## src/rtl/bch_pkg.sv

```systemverilog
// Shared types and constants for the streaming BCH/cyclic encoder.
package bch_pkg;

  typedef enum logic [1:0] {
    IDLE  = 2'd0,
    SHIFT = 2'd1,
    HOLD  = 2'd2
  } state_t;

  localparam logic [8:0]  BCH_15_7_POLY  = 9'h1D1;
  localparam logic [4:0]  BCH_15_11_POLY = 5'h13;
  localparam logic [10:0] BCH_31_21_POLY = 11'h769;

  // Bit counter must hold K-1; never narrower than one bit.
  function automatic int unsigned cnt_width(input int unsigned k);
    return (k > 1) ? $clog2(k) : 1;
  endfunction

endpackage

```

## src/rtl/bch_parity_lfsr.sv

```systemverilog
// Bit-serial parity LFSR computing m(x)*x^R mod g(x), one message bit per shift, MSB first.
module bch_parity_lfsr #(
  parameter int unsigned R        = 8,
  parameter logic [63:0] GEN_POLY = 64'h1D1
) (
  input  logic         clk,
  input  logic         reset,
  input  logic         clear,
  input  logic         shift_en,
  input  logic         bit_in,
  output logic [R-1:0] parity,
  output logic [R-1:0] parity_next_c
);

  logic fb;

  // Uniform form also covers R=1, where the update collapses to parity <= fb.
  always_comb begin
    fb               = bit_in ^ parity[R-1];
    parity_next_c    = '0;
    parity_next_c[0] = fb & GEN_POLY[0];
    for (int unsigned i = 1; i < R; i++) begin
      parity_next_c[i] = parity[i-1] ^ (fb & GEN_POLY[i]);
    end
  end

  always_ff @(posedge clk) begin
    if (reset) begin
      parity <= '0;
    end else if (clear) begin
      parity <= '0;
    end else if (shift_en) begin
      parity <= parity_next_c;
    end
  end

endmodule

```

## src/rtl/bch_enc_stream.sv

```systemverilog
// Parametrised systematic cyclic encoder with valid/ready on both sides; output holds under backpressure.
module bch_enc_stream
  import bch_pkg::*;
#(
  parameter int unsigned N        = 15,
  parameter int unsigned K        = 7,
  parameter logic [63:0] GEN_POLY = 64'(BCH_15_7_POLY)
) (
  input  logic         clk,
  input  logic         reset,
  input  logic         in_valid,
  output logic         in_ready,
  input  logic [K-1:0] in_msg,
  output logic         out_valid,
  input  logic         out_ready,
  output logic [N-1:0] out_code,
  output logic         busy
);

  localparam int unsigned R  = N - K;
  localparam int unsigned CW = cnt_width(K);

  if (!(N > K && K >= 1 && N <= 64)) begin : g_bad_size
    $error("bch_enc_stream: need 64 >= N > K >= 1");
  end
  if (GEN_POLY[R] != 1'b1 || GEN_POLY[0] != 1'b1 || (GEN_POLY >> (R + 1)) != 64'd0) begin : g_bad_poly
    $error("bch_enc_stream: GEN_POLY must have degree exactly N-K and a nonzero constant term");
  end

  state_t          state;
  state_t          state_next;
  logic            accept_c;
  logic            shift_c;
  logic [CW-1:0]   count;
  logic [K-1:0]    msg_reg;
  logic [R-1:0]    parity;
  logic [R-1:0]    parity_next_c;

  always_ff @(posedge clk) begin
    if (reset) begin
      state <= IDLE;
    end else begin
      state <= state_next;
    end
  end

  // Handshake outputs are pure decodes of the state register.
  always_comb begin
    state_next = state;
    in_ready   = 1'b0;
    out_valid  = 1'b0;
    busy       = 1'b0;
    accept_c   = 1'b0;
    shift_c    = 1'b0;
    case (state)
      IDLE: begin
        in_ready = 1'b1;
        if (in_valid) begin
          accept_c   = 1'b1;
          state_next = SHIFT;
        end
      end
      SHIFT: begin
        busy    = 1'b1;
        shift_c = 1'b1;
        if (count == '0) begin
          state_next = HOLD;
        end
      end
      HOLD: begin
        out_valid = 1'b1;
        busy      = 1'b1;
        if (out_ready) begin
          state_next = IDLE;
        end
      end
      default: state_next = IDLE;
    endcase
  end

  always_ff @(posedge clk) begin
    if (reset) begin
      count    <= '0;
      msg_reg  <= '0;
      out_code <= '0;
    end else begin
      if (accept_c) begin
        msg_reg <= in_msg;
        count   <= CW'(K - 1);
      end
      if (shift_c) begin
        if (count == '0) begin
          out_code <= {msg_reg, parity_next_c};
        end else begin
          count <= count - CW'(1);
        end
      end
    end
  end

  bch_parity_lfsr #(
    .R        (R),
    .GEN_POLY (GEN_POLY)
  ) u_lfsr (
    .clk           (clk),
    .reset         (reset),
    .clear         (accept_c),
    .shift_en      (shift_c),
    .bit_in        (msg_reg[count]),
    .parity        (parity),
    .parity_next_c (parity_next_c)
  );

  // The LFSR is frozen in HOLD, so it must agree with the parity field being presented.
  hold_parity_a : assert property (@(posedge clk) disable iff (reset)
    (state == HOLD) |-> (out_code[R-1:0] == parity));

endmodule
```

## config.mk

```make
export PLATFORM = sky130hd
export DESIGN_NAME = bch_enc_stream
export DESIGN_NICKNAME = d
export VERILOG_FILES = /design/src/rtl/bch_pkg.sv /design/src/rtl/bch_parity_lfsr.sv /design/src/rtl/bch_enc_stream.sv
export SDC_FILE = /design/constraint.sdc
export NUM_CORES = 1
export LEC_CHECK = 0
export ABC_AREA = 1
export CORE_UTILIZATION = 51
export DETAILED_ROUTE_END_ITERATION = 7
export GPL_TIMING_DRIVEN = 0
export PLACE_DENSITY_LB_ADDON = 0.2
export SYNTH_ARGS = -nofsm -noshare
export SYNTH_HDL_FRONTEND = slang
export SYNTH_SLANG_ARGS = --single-unit
```

## constraint.sdc

```tcl
create_clock -name clk -period 1.5 [get_ports clk]
set_input_delay 0.45 -clock clk [delete_from_list [all_inputs] [get_ports clk]]
set_output_delay 0.45 -clock clk [all_outputs]
set_load 0.005 [all_outputs]
```

==> results by group <==
Power and ir drop
  – Sw Share: 41.39%
  – Sequential power share: 35.6%
  – Comb power frac: 51.7%
  – Leak: 0.0009468 µW
  – Total power: 3939 µW
  – Worst IR Drop VDD: 1.429 mV
  – Cell area power density: 1924 nW/µm²
  – Clock power frac: 12.7%
  – Sw power: 1631 µW
  – Pint: 2309 µW

Clock network
  – Hold_buf cts: 0
  – Worst-Skew Late Latency: 0.34 ns
  – H-tree Lvls: 2
  – Root buf cell: clkbuf_4
  – Clk slew on worst S/H paths: 0.10 ns
  – TritonCTS Buffers: 5
  – CTS tree: built
  – Clock sink total: 35
  – Clk buf depth: 2

Yosys
  – Mean Syn Cell Area: 7.798 µm²
  – Cell taking the most area after synthesis: dfxtp_1
  – Unique masters post-synth: 23
  – Top cells by count, synth: dfxtp_1 (35), nand2_1 (34), inv_1 (29)
  – Synth top area cells: dfxtp_1 (45%), nand2_1 (8.3%), a21oi_1 (8.1%), inv_1 (7.1%), ha_1 (5.7%)
  – Register bit total from synthesis: 35
  – Yosys Warn Count: 0
  – Mapped Nets: 216
  – Number of synthesized flops with an enable pin: 0
  – Post-Syn Area: 1544 µm²
  – Mapped Cells: 198
  – Most common cell in the netlist: dfxtp_1
  – Seq/Total Area, Yosys: 45.38%
  – Prevailing post-synth register cell: dfxtp_1
  – Synth top area share: 45.38%
  – Async set-or-reset flop fraction in the synthesized netlist: 0%

Critical path
  – Crit path kind: reg -> out
  – CP bufs+invs: 2
  – Cell family with most CP delay: flip-flops
  – CP required: 1.05 ns
  – Critical path fanouts, max: 4
  – Setup crit start kind: flop
  – Crit-path cells: inv_4 > ha_4 > buf_6
  – Crit path arrival time: 1.11 ns
  – Critical-path top delay cell: dfxtp_4
  – Max stage delay on crit path: 0.38 ns
  – Setup crit end kind: output pin
  – FF-to-FF setup slack: 0.01 ns

Layout
  – Layout area overhead: 32.58%
  – Max FFs per register: 15
  – Fin nets: 258
  – Ant diodes: 0
  – Share of cells above drive strength 1: 25.73%
  – Final non-filler cell total: 272

Place
  – GPL Wtd Cong: 0.8416
  – # port buffers: 27
  – DP HPWL: 2477 µm
  – Post-Place Cells: 256

Global route
  – First-pass GRT wire length: 5830 µm
  – Largest net degree at the start of global routing: 11
  – GRT Residual Overflow: 0
  – Total track usage: 23.97%
  – Initial antenna violation count: 0
  – Number of global-route vias before repair: 1390

Detailed routing
  – Wire per inst: 12.90 µm
  – Routed vias: 1441
  – Detailed-route vias per instance: 5.298
  – Number of DRC markers in iteration 0: 61
  – Final WL: 3509 µm
  – Residual DRC: 2
  – Post-DRT Antenna Nets: 0
  – Drt pass-1 iters: 6

Floorplan
  – Row cnt: 19
  – Initial Utilization: 55.04%
  – Io pins: 29
  – Die Y: 57.02 µm
  – Die Area: 3251 µm²
  – Die width: 57.02 µm
  – Core footprint: 2805 µm²

STA
  – Slew Limit Fails: 0
  – Fin crit share: 103.9%
  – Hold Vio Cnt, Final: 0
  – Unrepaired setup endpoints after global routing: yes
  – Setup-failing EPs final: 1
  – Post-layout min period: 1.559 ns
  – Max Fclk: 641.6 MHz
  – Worst rel slew slack: 75.36%
  – Actual slew at the worst max-slew pin: 0.3695 ns
  – Worst setup margin: -0.05862 ns
  – Clk_skew: 0.007471 ns

Outcome
  – Outcome: finished, violations left
  – Failing checks: DRC, setup timing

Min path
  – Min-Delay Path Class: in -> reg

Flow run
  – Max_cap viols: 0
==> power by group through the flow <==
stage | sequential, µW | clock, µW | combinational [µW]
floorplan | 1350 | 0 | 1150
global placement | 1350 | 0 | 1700
detailed placement | 1370 | 0 | 1760
CTS | 1390 | 499 | 1810
global route | 1430 | 541 | 2260
finish | 1400 | 500 | 2040
==> kinds of logic (layout without fill, tap and decap cells) <==
group | Yosys count | after routing | share of synthesized area, %
simple gates | 67 | 67 | 20.66
fa+ha+maj | 7 | 7 | 5.672
buf+inv | 38 | 81 | 9.967
xor+xnor | 1 | 1 | 0.5674
flops | 35 | 35 | 45.38
compound gates | 50 | 50 | 17.75
==> area by class of cell <==
class | count | area, µm²
clock buffers | 7 | 45.04
clock inverters | 1 | 5.005
well taps | 31 | 38.79
fillers | 230 | 758.2
plain buffers | 7 | 52.55
repair buffers | 35 | 315.3
multi-input cells | 125 | 738.2
inverters | 31 | 126.4
flip-flops and latches | 35 | 725.7
==> stage by stage <==
stage	cell area [µm²]	util, %	hold WS (ns)	worst slack [ns]	setup TNS, ns
after floorplan	1544	-	0.4486	0.1416	0
after global placement	1853	66.06	0.4498	-0.1724	-1.997
after detailed placement	1853	66.06	0.4583	-0.2606	-4.333
after CTS	1979	70.56	0.3820	-0.07992	-0.2169
after global routing	2047	72.97	0.3747	-0.09258	-0.5351
final	2047	72.97	0.3810	-0.05862	-0.05862
==> per-layer routing <==
| metal | up-vias | wire [µm] | GRT usage (%) |
|---|---|---|---|
| li1 | 724 | - | - |
| met1 | 667 | 1493 | 26.30 |
| met2 | 39 | 1728 | 40.84 |
| met3 | 11 | 195 | 7.256 |
| met4 | 0 | 91 | 14.29 |
| met5 | - | 0 | 0 |
==> layout by cell type, fill, tap and decap left out, types with 3 or more instances in the layout <==
cell type and count:
o21ai_1 7, nand2_1 34, clkbuf_4 5, clkdlybuf4s50_1 9, inv_1 25, dfxtp_2 17
clkbuf_1 3, inv_4 4, o21a_1 3, a21oi_1 25, buf_6 6, buf_4 8
nor2_1 8, dfxtp_1 17, nand3_2 6, nand3_1 14, dlygate4sd2_1 15, ha_1 4
o21ai_0 10
==> repair_timing <==
item / in CTS / in global routing
buffers inserted: 6 / 2
pin swaps: 0 / 1
setup endpoints to repair: 39 / 24
resized for setup: 59 / 18
==> worst paths after layout <==
check	start	endpoint	cells after the start
hold reg to reg	out_code[14]	out_code[14]	2
setup / recovery	state[1]	busy	3
hold / removal	reset	out_code[5]	2
setup reg to reg	state[0]	out_code[10]	8
Power figures use the tool's default switching activity.
